$ cat src/rtl/dmem_ctrl.sv
// -----------------------------------------------------------------------------
// dmem_ctrl
//   Sequencer between the pipeline MEM stage and the data-memory block RAM.
//   The RAM is dual-ported, has a 1-cycle synchronous read, and only accepts
//   whole-word writes. This block handles one access at a time:
//     - loads    : read, then extract the byte/half/word and sign/zero extend
//     - SW       : direct word write
//     - SB / SH  : read-modify-write of the containing word
//     - illegal  : misaligned or unknown funct, reported without touching RAM
//
// Ports
//   clk_i        clock, rising edge
//   reset_i      asynchronous active-high reset
//   req_i        access request, accepted when req_i && ready_o
//   we_i         1 = store, 0 = load
//   funct_i      RISC-V funct3 (LB/LH/LW/LBU/LHU, SB/SH/SW)
//   addr_i       byte address; word address is addr_i[ADDR_W+1:2]
//   w_data_i     store data, low bits used for sub-word stores
//   ready_o      controller idle
//   done_o       one-cycle completion pulse
//   err_o        valid with done_o: misaligned or illegal funct
//   read_data_o  load result, valid with done_o, held until next done_o
//   ram_en_o     RAM read enable (port B)
//   ram_we_o     RAM write enable (port A)
//   ram_addr_o   RAM word address, shared by both ports
//   ram_wdata_o  RAM write data
//   ram_rdata_i  RAM read data, valid the cycle after ram_en_o
// -----------------------------------------------------------------------------
module dmem_ctrl #(
  parameter int ADDR_W = 10
) (
  input  logic              clk_i,
  input  logic              reset_i,
  input  logic              req_i,
  input  logic              we_i,
  input  logic [2:0]        funct_i,
  input  logic [31:0]       addr_i,
  input  logic [31:0]       w_data_i,
  output logic              ready_o,
  output logic              done_o,
  output logic              err_o,
  output logic [31:0]       read_data_o,
  output logic              ram_en_o,
  output logic              ram_we_o,
  output logic [ADDR_W-1:0] ram_addr_o,
  output logic [31:0]       ram_wdata_o,
  input  logic [31:0]       ram_rdata_i
);

  typedef enum logic [2:0] {
    S_IDLE,
    S_RD,
    S_RDW,
    S_WR,
    S_DONE
  } state_t;

  state_t            state_q, state_d;
  logic              we_q;
  logic [2:0]        funct_q;
  logic [ADDR_W+1:0] addr_q;
  logic [15:0]       wdata_q;     // only the sub-word store lanes are needed later
  logic              done_q;
  logic              err_q;
  logic [31:0]       read_data_q;
  logic [31:0]       ram_wdata_q;

  // Address bits above the RAM word range are deliberately ignored.
  logic unused_addr_hi;
  assign unused_addr_hi = ^addr_i[31:ADDR_W+2];

  // ---------------------------------------------------------------------------
  // Acceptance decode (only meaningful in IDLE)
  // ---------------------------------------------------------------------------
  logic accept;
  logic funct_ok;
  logic misalign;
  logic acc_err;
  logic is_sw;

  always_comb begin
    accept   = (state_q == S_IDLE) && req_i;
    if (we_i) begin
      funct_ok = (funct_i == 3'b000) || (funct_i == 3'b001) || (funct_i == 3'b010);
    end else begin
      funct_ok = (funct_i == 3'b000) || (funct_i == 3'b001) || (funct_i == 3'b010) ||
                 (funct_i == 3'b100) || (funct_i == 3'b101);
    end
    // funct_i[1:0] gives the size for every legal code: 00 byte, 01 half, 10 word.
    misalign = ((funct_i[1:0] == 2'b01) && addr_i[0]) ||
               ((funct_i[1:0] == 2'b10) && (addr_i[1:0] != 2'b00));
    acc_err  = !funct_ok || misalign;
    is_sw    = we_i && (funct_i == 3'b010);
  end

  // ---------------------------------------------------------------------------
  // Next-state logic
  // ---------------------------------------------------------------------------
  always_comb begin
    state_d = state_q;
    case (state_q)
      S_IDLE: begin
        if (req_i) begin
          if (acc_err) begin
            state_d = S_DONE;
          end else if (is_sw) begin
            state_d = S_WR;
          end else begin
            state_d = S_RD;
          end
        end
      end
      S_RD:    state_d = S_RDW;
      S_RDW:   state_d = we_q ? S_WR : S_DONE;
      S_WR:    state_d = S_DONE;
      S_DONE:  state_d = S_IDLE;
      default: state_d = S_IDLE;
    endcase
  end

  // ---------------------------------------------------------------------------
  // Load extraction from the RAM word (little-endian lanes)
  // ---------------------------------------------------------------------------
  logic [7:0]  byte_sel;
  logic [15:0] half_sel;
  logic [31:0] load_val;

  always_comb begin
    case (addr_q[1:0])
      2'd0:    byte_sel = ram_rdata_i[7:0];
      2'd1:    byte_sel = ram_rdata_i[15:8];
      2'd2:    byte_sel = ram_rdata_i[23:16];
      default: byte_sel = ram_rdata_i[31:24];
    endcase
    half_sel = addr_q[1] ? ram_rdata_i[31:16] : ram_rdata_i[15:0];
    case (funct_q)
      3'b000:  load_val = {{24{byte_sel[7]}}, byte_sel};
      3'b001:  load_val = {{16{half_sel[15]}}, half_sel};
      3'b100:  load_val = {24'd0, byte_sel};
      3'b101:  load_val = {16'd0, half_sel};
      default: load_val = ram_rdata_i;
    endcase
  end

  // ---------------------------------------------------------------------------
  // Sub-word store merge: each byte lane either keeps the old RAM byte or takes
  // the store data. A half store feeds lanes 0/2 from wdata[7:0] and lanes 1/3
  // from wdata[15:8]; a byte store feeds every lane from wdata[7:0].
  // ---------------------------------------------------------------------------
  logic [31:0] merged;
  logic        half_store;

  assign half_store = (funct_q[1:0] == 2'b01);

  for (genvar gi = 0; gi < 4; gi++) begin : g_lane
    logic lane_hit;
    logic [7:0] lane_data;
    assign lane_hit  = half_store ? (addr_q[1] == 1'(gi / 2))
                                  : (addr_q[1:0] == 2'(gi));
    assign lane_data = half_store ? wdata_q[8*(gi%2) +: 8] : wdata_q[7:0];
    assign merged[8*gi +: 8] = lane_hit ? lane_data : ram_rdata_i[8*gi +: 8];
  end

  // ---------------------------------------------------------------------------
  // State and registered outputs
  // ---------------------------------------------------------------------------
  always_ff @(posedge clk_i or posedge reset_i) begin
    if (reset_i) begin
      state_q     <= S_IDLE;
      we_q        <= 1'b0;
      funct_q     <= 3'd0;
      addr_q      <= '0;
      wdata_q     <= 16'd0;
      done_q      <= 1'b0;
      err_q       <= 1'b0;
      read_data_q <= 32'd0;
      ram_wdata_q <= 32'd0;
    end else begin
      state_q <= state_d;
      done_q  <= (state_d == S_DONE);
      // Only the IDLE->DONE shortcut is an error; every other DONE clears it.
      err_q   <= accept && acc_err;

      if (accept) begin
        we_q    <= we_i;
        funct_q <= funct_i;
        addr_q  <= addr_i[ADDR_W+1:0];
        wdata_q <= w_data_i[15:0];
        if (acc_err) begin
          read_data_q <= 32'd0;
        end else if (is_sw) begin
          ram_wdata_q <= w_data_i;
        end
      end

      // ram_rdata_i is valid in RDW (one cycle after the RD enable).
      if (state_q == S_RDW) begin
        if (we_q) begin
          ram_wdata_q <= merged;
        end else begin
          read_data_q <= load_val;
        end
      end
    end
  end

  // ---------------------------------------------------------------------------
  // State-decoded outputs (never depend on the request inputs)
  // ---------------------------------------------------------------------------
  always_comb begin
    ready_o    = (state_q == S_IDLE);
    ram_en_o   = (state_q == S_RD);
    ram_we_o   = (state_q == S_WR);
    ram_addr_o = '0;
    if ((state_q == S_RD) || (state_q == S_RDW) || (state_q == S_WR)) begin
      ram_addr_o = addr_q[ADDR_W+1:2];
    end
  end

  assign done_o      = done_q;
  assign err_o       = err_q;
  assign read_data_o = read_data_q;
  assign ram_wdata_o = ram_wdata_q;

endmodule

$ cat config.mk
export PLATFORM = sky130hd
export DESIGN_NAME = dmem_ctrl
export DESIGN_NICKNAME = d
export VERILOG_FILES = /design/src/rtl/dmem_ctrl.sv
export SDC_FILE = /design/constraint.sdc
export NUM_CORES = 1
export LEC_CHECK = 0
export ABC_AREA = 1
export CORE_MARGIN = 4
export CORE_UTILIZATION = 47
export CTS_CLUSTER_DIAMETER = 200
export DETAILED_ROUTE_END_ITERATION = 10
export GPL_ROUTABILITY_DRIVEN = 0
export GPL_TIMING_DRIVEN = 0
export PLACE_DENSITY = 0.86
export SLEW_MARGIN = 25
export SYNTH_ARGS = -nofsm -noshare
export SYNTH_HDL_FRONTEND = slang
export SYNTH_SLANG_ARGS = --single-unit
$ cat constraint.sdc
create_clock -name clk_i -period 3.6 [get_ports clk_i]
set_input_delay 0.72 -clock clk_i [delete_from_list [all_inputs] [get_ports clk_i]]
set_output_delay 0.72 -clock clk_i [all_outputs]
set_load 0.03 [all_outputs]
==> PnR_summary.wiki, run 1 <==
{| class="wikitable"
! Metric !! Value
|-
| Status || finished clean
|-
| Post-CTS setup buffer count || 0
|-
| Data arrival, critical path || 2320 ps
|-
| Drt wl/cell || 17.3 µm
|-
| H-tree levels || 3
|-
| DPL Wire Length || 14,400 µm
|-
| Final number of hold-violating endpoints || 0
|-
| Pre-CTS setup slack || between 900 and 1000 ps
|-
| I/O Buffers || 161
|-
| Adder and majority gate portion of the synthesized area || 0
|-
| Total wire length after detailed routing || 19,300 µm
|-
| Reg-to-reg startpoint || state_q[1]
|-
| Height of the die || 118 µm
|-
| Setup repair after global routing missed its margin || false
|-
| Count of cell types in the netlist || 26
|-
| Classification of the worst setup path || flop to output pin
|-
| Routed Antenna Nets || 0
|-
| Crit path max fanout || 10
|-
| Vias || 6,184
|-
| # clock sinks || 101
|-
| Total DRC errors in the routed layout || 0
|-
| Depth of the worst register-to-register path || 6
|-
| Launch point of the critical path || state_q[1]
|-
| Total clock buffers created by CTS || 9
|-
| Ratio of cells with drive above 1 in the final layout || 0.0877
|-
| CP max-delay cell || o21ai_1
|-
| Area fraction in compound gates after synthesis || 0.145
|-
| Endpoint of the most critical register-to-register path || wdata_q[4]
|-
| Floorplan die area || 13,900 µm²
|-
| Worst clock skew || approximately 7.6 ps
|-
| Clock buffer depth || 2
|-
| CTS Hold Buffers Added || 0
|-
| Largest net degree at the start of global routing || 75
|-
| Slew margin rel. || 0.339
|-
| Multiplexer share of the synthesized area || 0
|-
| Width of the chip || 118 µm
|-
| Maximum vdd drop || 424 µV
|-
| Clock tree from TritonCTS || done
|-
| Endpoint with the worst hold slack || wdata_q[14]
|-
| Max incr delay on CP || roughly 790 ps
|-
| Setup Viol. Count Final || 0
|-
| Crit start category || flop
|-
| Leading cell type in the layout, fill and taps excluded || nand2_1
|-
| Total leakage power || 0.00389 µW
|-
| Number of antenna violations at the first check in global routing || 0
|-
| Total standard cell area after synthesis || 5690 µm²
|-
| Net count reported at finish || around 1,100
|-
| Number of DRC violations after detailed-routing iteration 0 || roughly 770
|-
| Highest-count cells in the layout ignoring fill and taps || 241 x nand2_1, 161 x clkdlybuf4s50_1, 101 x dfrtp_1, 99 x inv_1, 72 x o21ai_0
|-
| Max Cap Viol || 0
|-
| Avg Cell Area, Syn || 7.19 µm²
|-
| Clock transition time at the flip-flop clock pins of the worst setup and hold paths || ~60 ps
|-
| Tot Pwr || 6620 µW
|-
| Initial Util || 0.490
|-
| Number of placed I/O pins || 182
|-
| Clock latency on the worst-skew pair || 350 ps
|-
| Start point of the worst min-delay path || wdata_q[14]
|-
| Synthesis-stage register bit count || a little over 100
|-
| Total count of max-transition violations in the final report || 0
|-
| HP Class || flop to flop
|-
| Setup slack on the worst flop-to-flop path || 1780 ps
|-
| CP Cell Sequence || o21ai_1 -> nor2_1 -> clkdlybuf4s50_1
|-
| Count of cells resized by post-cts repair || 0
|-
| Synth Warn # || 0
|-
| Post-synthesis cell type with the largest combined area || dfrtp_1
|-
| Synth Area in Simple Gates || 0.292
|-
| Dominant combinational cell family by area after synthesis || simple AND/OR/NAND/NOR gates
|-
| CP Capture Type || output pin
|-
| Post-route worst setup slack || 563 ps
|-
| Max Freq || between 300 and 400 MHz
|-
| All-layer global routing usage || 0.273
|-
| Portion of synthesized cell area occupied by the leading cell type || 0.444
|-
| Wire length of the first global-routing pass || between 30,000 and 40,000 µm
|-
| Number of global-route vias before repair || 5,865
|-
| Worst hold path stage count || 2
|-
| Core Box Area || approximately 12,000 µm²
|-
| Crit path time final || 3040 ps
|-
| Period Utilization, post-route || 0.844
|-
| Post-Synth XOR/XNOR Area || 0
|-
| CTS Root Buffer Type || clkbuf_16
|-
| Number of standard-cell rows in the floorplan || 39
|-
| Ant diodes || 0
|-
| Filler Cell Count || just under 1,000
|-
| Critical path data required time || about 2900 ps
|-
| PD cells || between 800 and 900 nW/µm²
|-
| Router iterations before antenna repair || 7
|-
| Area growth syn-to-layout || 37.7%
|-
| Sequential cell area || between 2000 and 3000 µm²
|-
| Proportion of synthesized chip area in sequential cells || 0.444
|-
| Remaining Overflow, GRT || 0
|-
| Biggest area contributors in the synthesized netlist || dfrtp_1 44%, nand2_1 16%, inv_1 6.6%
|-
| Syn nets || 894
|-
| Transition time at the pin with the least slew margin || 985 ps
|-
| Cells after Synth || roughly 790
|-
| Via-to-Cell Ratio || 5.56
|-
| Combined area of the multi-input logic cells || ~2500 µm²
|}
where the power goes:
group / switching, µW / internal [µW] / leakage (µW)
Clock: 437 / 599 / 0.000151
Sequential: 247 / 1610 / 0.00125
Combinational: 2430 / 1300 / 0.00249
Total: 3110 / 3510 / 0.00389
layout make-up:
class | instances | area share
Buffer | 50 | 0.0344
Clock buffer | 12 | 0.0340
Clock inverter | 4 | 0.00687
Inverter | 106 | 0.0518
Multi-Input combinational cell | 534 | 0.318
Sequential cell | 101 | 0.323
Tap cell | 143 | 0.0229
Timing Repair Buffer | 162 | 0.209
layer usage:
layer | vias up | global-route usage | part of all wire | wire [µm]
met1 | 2809 | 0.362 | 0.39 | 7540
met2 | 401 | 0.417 | 0.44 | 8460
li1 | 2884 | - | - | -
met3 | 90 | 0.0754 | 0.12 | 2370
met4 | 0 | 0.123 | 0.046 | 887
met5 | - | 0 | 0 | 0
state kept, by name (all words and copies together) (netlist names):
signal       flops
addr_q          12
done_o           1
err_o            1
funct_q          3
ram_wdata_o     32
read_data_o     32
state_q          3
wdata_q         16
we_q             1
Yosys cell counts:
cell type,instances
a21oi_1,34
a21oi_2,10
buf_2,35
buf_4,4
buf_6,3
clkbuf_1,8
dfrtp_1,101
inv_1,100
inv_2,5
inv_4,1
nand2_1,241
nand2_2,1
nand2_4,1
nand3_1,68
nand3_2,3
nand3b_1,1
nand4_1,25
nor2_1,40
nor2_4,3
nor2b_1,1
nor3_1,2
o211ai_1,20
o21ai_0,72
o21ai_1,10
o21ai_2,1
or2_1,1
how the worst max path moves through the flow:
stage / depth (start not counted) / slack, ps / to
final: 3 / 560 / ram_addr_o[5]
after global routing: 3 / 540 / ram_addr_o[8]
after floorplan: 1 / 230 / addr_q[0]
after CTS: 3 / 600 / ram_addr_o[5]
after detailed placement: 3 / 980 / ram_addr_o[5]
after global placement: 2 / -1350 / ram_wdata_o[7]
cells by family after synthesis:
group	after synthesis
AOI/OAI and AO/OA	147
buffers and inverters	156
DFF	101
and+or+nand+nor	387
metrics by stage:
step                      hold WS, ps   util  instances  TNS (ps)  area, µm²
after floorplan                   437      -        791         0       5690
after global placement            449  0.644       1095   -135750       7480
after detailed placement          483  0.647       1096         0       7510
after CTS                         498  0.674       1112         0       7830
after global routing              514  0.674       1112         0       7830
final                             496  0.674       1112         0       7830
worst max-delay path: cells and delay by family, from the launching register on:
family,cells,cell delay (ps)
AND/OR/NAND/NOR,1,110
AO/OA/AOI/OAI,1,790
flip-flops,1,430
buffers and inverters,1,640
Note: power is estimated with default switching activity, not from simulation.
==> run 2, diff against run 1 <==
==> constraint.sdc (replaced) <==
create_clock -name clk_i -period 3.2 [get_ports clk_i]
set_input_delay 0.64 -clock clk_i [delete_from_list [all_inputs] [get_ports clk_i]]
set_output_delay 0.64 -clock clk_i [all_outputs]
set_load 0.03 [all_outputs]
==> run 2 against run 1 <==
Hold slack worse by 15 ps. Routed wire length up 1.6%. Design area increased by 0.38%. Sequential power up 13%. Die area unchanged. Global-route usage about the same. Critical path depth unchanged. Sequential cell count stayed put. Combinational power increased by 13%. Clock power is 11% higher. Clock skew grew 1.0 ps. Non-clock buffer count is 2 higher. Critical endpoint is now ram_addr_o[8]. Highest routed layer unchanged.
==> PnR_summary.wiki, run 2 (synthesis gave the netlist of run 1 again) <==
{| class="wikitable"
! Metric !! Value
|-
| Status || finished clean
|-
| Worst hold slack after final layout || between 400 and 500 ps
|-
| Switching power || 3540 µW
|-
| Net count reported at finish || between 1,000 and 1,500
|-
| Crit path max fanout || 10
|-
| Total clock buffers created by CTS || 9
|-
| Launch point of the critical path || state_q[1]
|-
| H-tree levels || 3
|-
| Setup slack on the worst flop-to-flop path || 1410 ps
|-
| Initial Util || 0.490
|-
| I/O Buffers || about 160
|-
| Number of antenna violations at the first check in global routing || 0
|-
| Summed area of non-filler cells in the final layout || 7860 µm²
|-
| Router iterations before antenna repair || 7
|-
| Worst hold path stage count || 2
|-
| CTS Hold Buffers Added || 0
|-
| Via-to-Cell Ratio || 5.58
|-
| Setup Viol. Count Final || 0
|-
| Post-CTS setup buffer count || 0
|-
| Setup TNS Final || 0 ps
|-
| Total count of max-transition violations in the final report || 0
|-
| Leading cell type in the layout, fill and taps excluded || nand2_1
|-
| Area growth syn-to-layout || 38.2%
|-
| Setup repair after global routing missed its margin || false
|-
| PD cells || 950 nW/µm²
|-
| Largest net degree at the start of global routing || 33
|-
| Critical path data required time || 2560 ps
|-
| Final core utilization || 0.677
|-
| Wire length of the first global-routing pass || 30,500 µm
|-
| Classification of the worst setup path || flop to output pin
|-
| Endpoint of the most critical register-to-register path || read_data_o[30]
|-
| Width of the chip || 118 µm
|-
| All-layer global routing usage || 0.273
|-
| Number of standard-cell rows in the floorplan || 39
|-
| Clock latency on the worst-skew pair || between 300 and 400 ps
|-
| Total wire length after detailed routing || 19,600 µm
|-
| Maximum vdd drop || about 430 µV
|-
| Vias || 6,215
|-
| Routed Antenna Nets || 0
|-
| Period Utilization, post-route || 0.905
|-
| Remaining Overflow, GRT || 0
|-
| Crit start category || flop
|-
| DPL Wire Length || 14,700 µm
|-
| Reg-to-reg startpoint || addr_q[1]
|-
| CTS Root Buffer Type || clkbuf_16
|-
| CP Cell Sequence || o21ai_1 -> nor2_1 -> clkdlybuf4s50_1
|-
| Slew margin rel. || 0.366
|-
| Core Box Area || 11,600 µm²
|-
| Final number of hold-violating endpoints || 0
|-
| Transition time at the pin with the least slew margin || 945 ps
|-
| Pre-CTS setup slack || just over 700 ps
|-
| Part of the total power dissipated in sequential elements || 0.282
|-
| Height of the die || between 100 and 150 µm
|-
| # clock sinks || 101
|-
| Total DRC errors in the routed layout || 0
|-
| Clock buffer depth || 2
|-
| Clock transition time at the flip-flop clock pins of the worst setup and hold paths || 70 ps
|-
| Ratio of cells with drive above 1 in the final layout || 0.0896
|-
| Max incr delay on CP || around 760 ps
|-
| Worst clock skew || 8.57 ps
|-
| Worst setup path endpoint || ram_addr_o[8]
|-
| Floorplan die area || ~14,000 µm²
|-
| Cell area reported after detailed placement || approximately 7500 µm²
|-
| Data arrival, critical path || 2260 ps
|-
| Total leakage power || 0.00390 µW
|-
| Switching Fraction || 0.473
|-
| Number of placed I/O pins || 182
|-
| Highest-count cells in the layout ignoring fill and taps || 241 x nand2_1, 161 x clkdlybuf4s50_1, 101 x dfrtp_1, 99 x inv_1, 72 x o21ai_0
|-
| Logic gate share of total power || 0.564
|-
| Count of cells resized by post-cts repair || 0
|-
| Post-route worst setup slack || about 300 ps
|-
| Cell Int Power || 3930 µW
|-
| Crit path time final || between 2000 and 3000 ps
|-
| Depth of the worst register-to-register path || 7
|-
| Ant diodes || 0
|-
| Number of global-route vias before repair || around 5,900
|-
| Number of DRC violations after detailed-routing iteration 0 || 852
|-
| CP Capture Type || output pin
|-
| Clock tree from TritonCTS || done
|-
| CP max-delay cell || o21ai_1
|-
| Max Freq || 345 MHz
|-
| HP Class || flop to flop
|-
| Drt wl/cell || 17.6 µm
|-
| Max Cap Viol || 0
|-
| Part of the total power dissipated in the clock network || 0.154
|}
[run 2: changes by cell type in the layout (fill, tap and decap cells not counted)]
cell        before  now
clkinv_2         0    1
clkinvlp_4       2    3
clkbuf_8         3    2
clkinv_4         0    1
inv_6            2    0
buf_12           0    2
[run 2: how the worst min path moves through the flow]
stage | from | end | slack (ps)
CTS | wdata_q[14] | wdata_q[14] | 480
floorplan | wdata_q[14] | wdata_q[14] | 440
detailed placement | wdata_q[14] | wdata_q[14] | 460
finish | wdata_q[14] | wdata_q[14] | 480
global placement | wdata_q[14] | wdata_q[14] | 450
global route | wdata_q[14] | wdata_q[14] | 500
[run 2: power groups by stage]
| stage | combinational [µW] | sequential, µW | clock (µW) |
|---|---|---|---|
| after CTS | 4150 | 2100 | 1150 |
| after floorplan | 2030 | 2700 | 0 |
| final | 4210 | 2100 | 1150 |
| after global routing | 4550 | 2160 | 1200 |
| after global placement | 4030 | 2100 | 0 |
| after detailed placement | 4110 | 2120 | 0 |
[run 2: final cells by class]
| type | instances | area, µm² |
|---|---|---|
| fillers | 948 | 3750 |
| flip-flops and latches | 101 | 2530 |
| multi-input cells | 534 | 2490 |
| repair buffers | 164 | 1680 |
| inverters | 106 | 404 |
| plain buffers | 50 | 269 |
| clock buffers | 11 | 253 |
| well taps | 143 | 179 |
| clock inverters | 5 | 58.8 |
[run 2: routing by layer]
metal | vias to the layer above | routed length [µm] | global-route usage
met5 | - | 0 | 0
met4 | 0 | 894 | 0.116
met3 | 85 | 2590 | 0.0875
met2 | 433 | 8450 | 0.407
met1 | 2816 | 7630 | 0.365
li1 | 2881 | - | -
[run 2: per-stage QoR]
step / total power [µW] / instances
final: 7470 / 1114
after global routing: 7900 / 1114
after CTS: 7400 / 1114
after detailed placement: 6220 / 1098
after global placement: 6120 / 1095
after floorplan: 4720 / 791
[run 2: critical path, delay by kind of cell (launching register included)]
| kind | cells | cell delay (ps) |
|---|---|---|
| flip-flops | 1 | 420 |
| AND/OR/NAND/NOR | 1 | 90 |
| AO/OA/AOI/OAI | 1 | 760 |
| buffers and inverters | 1 | 630 |
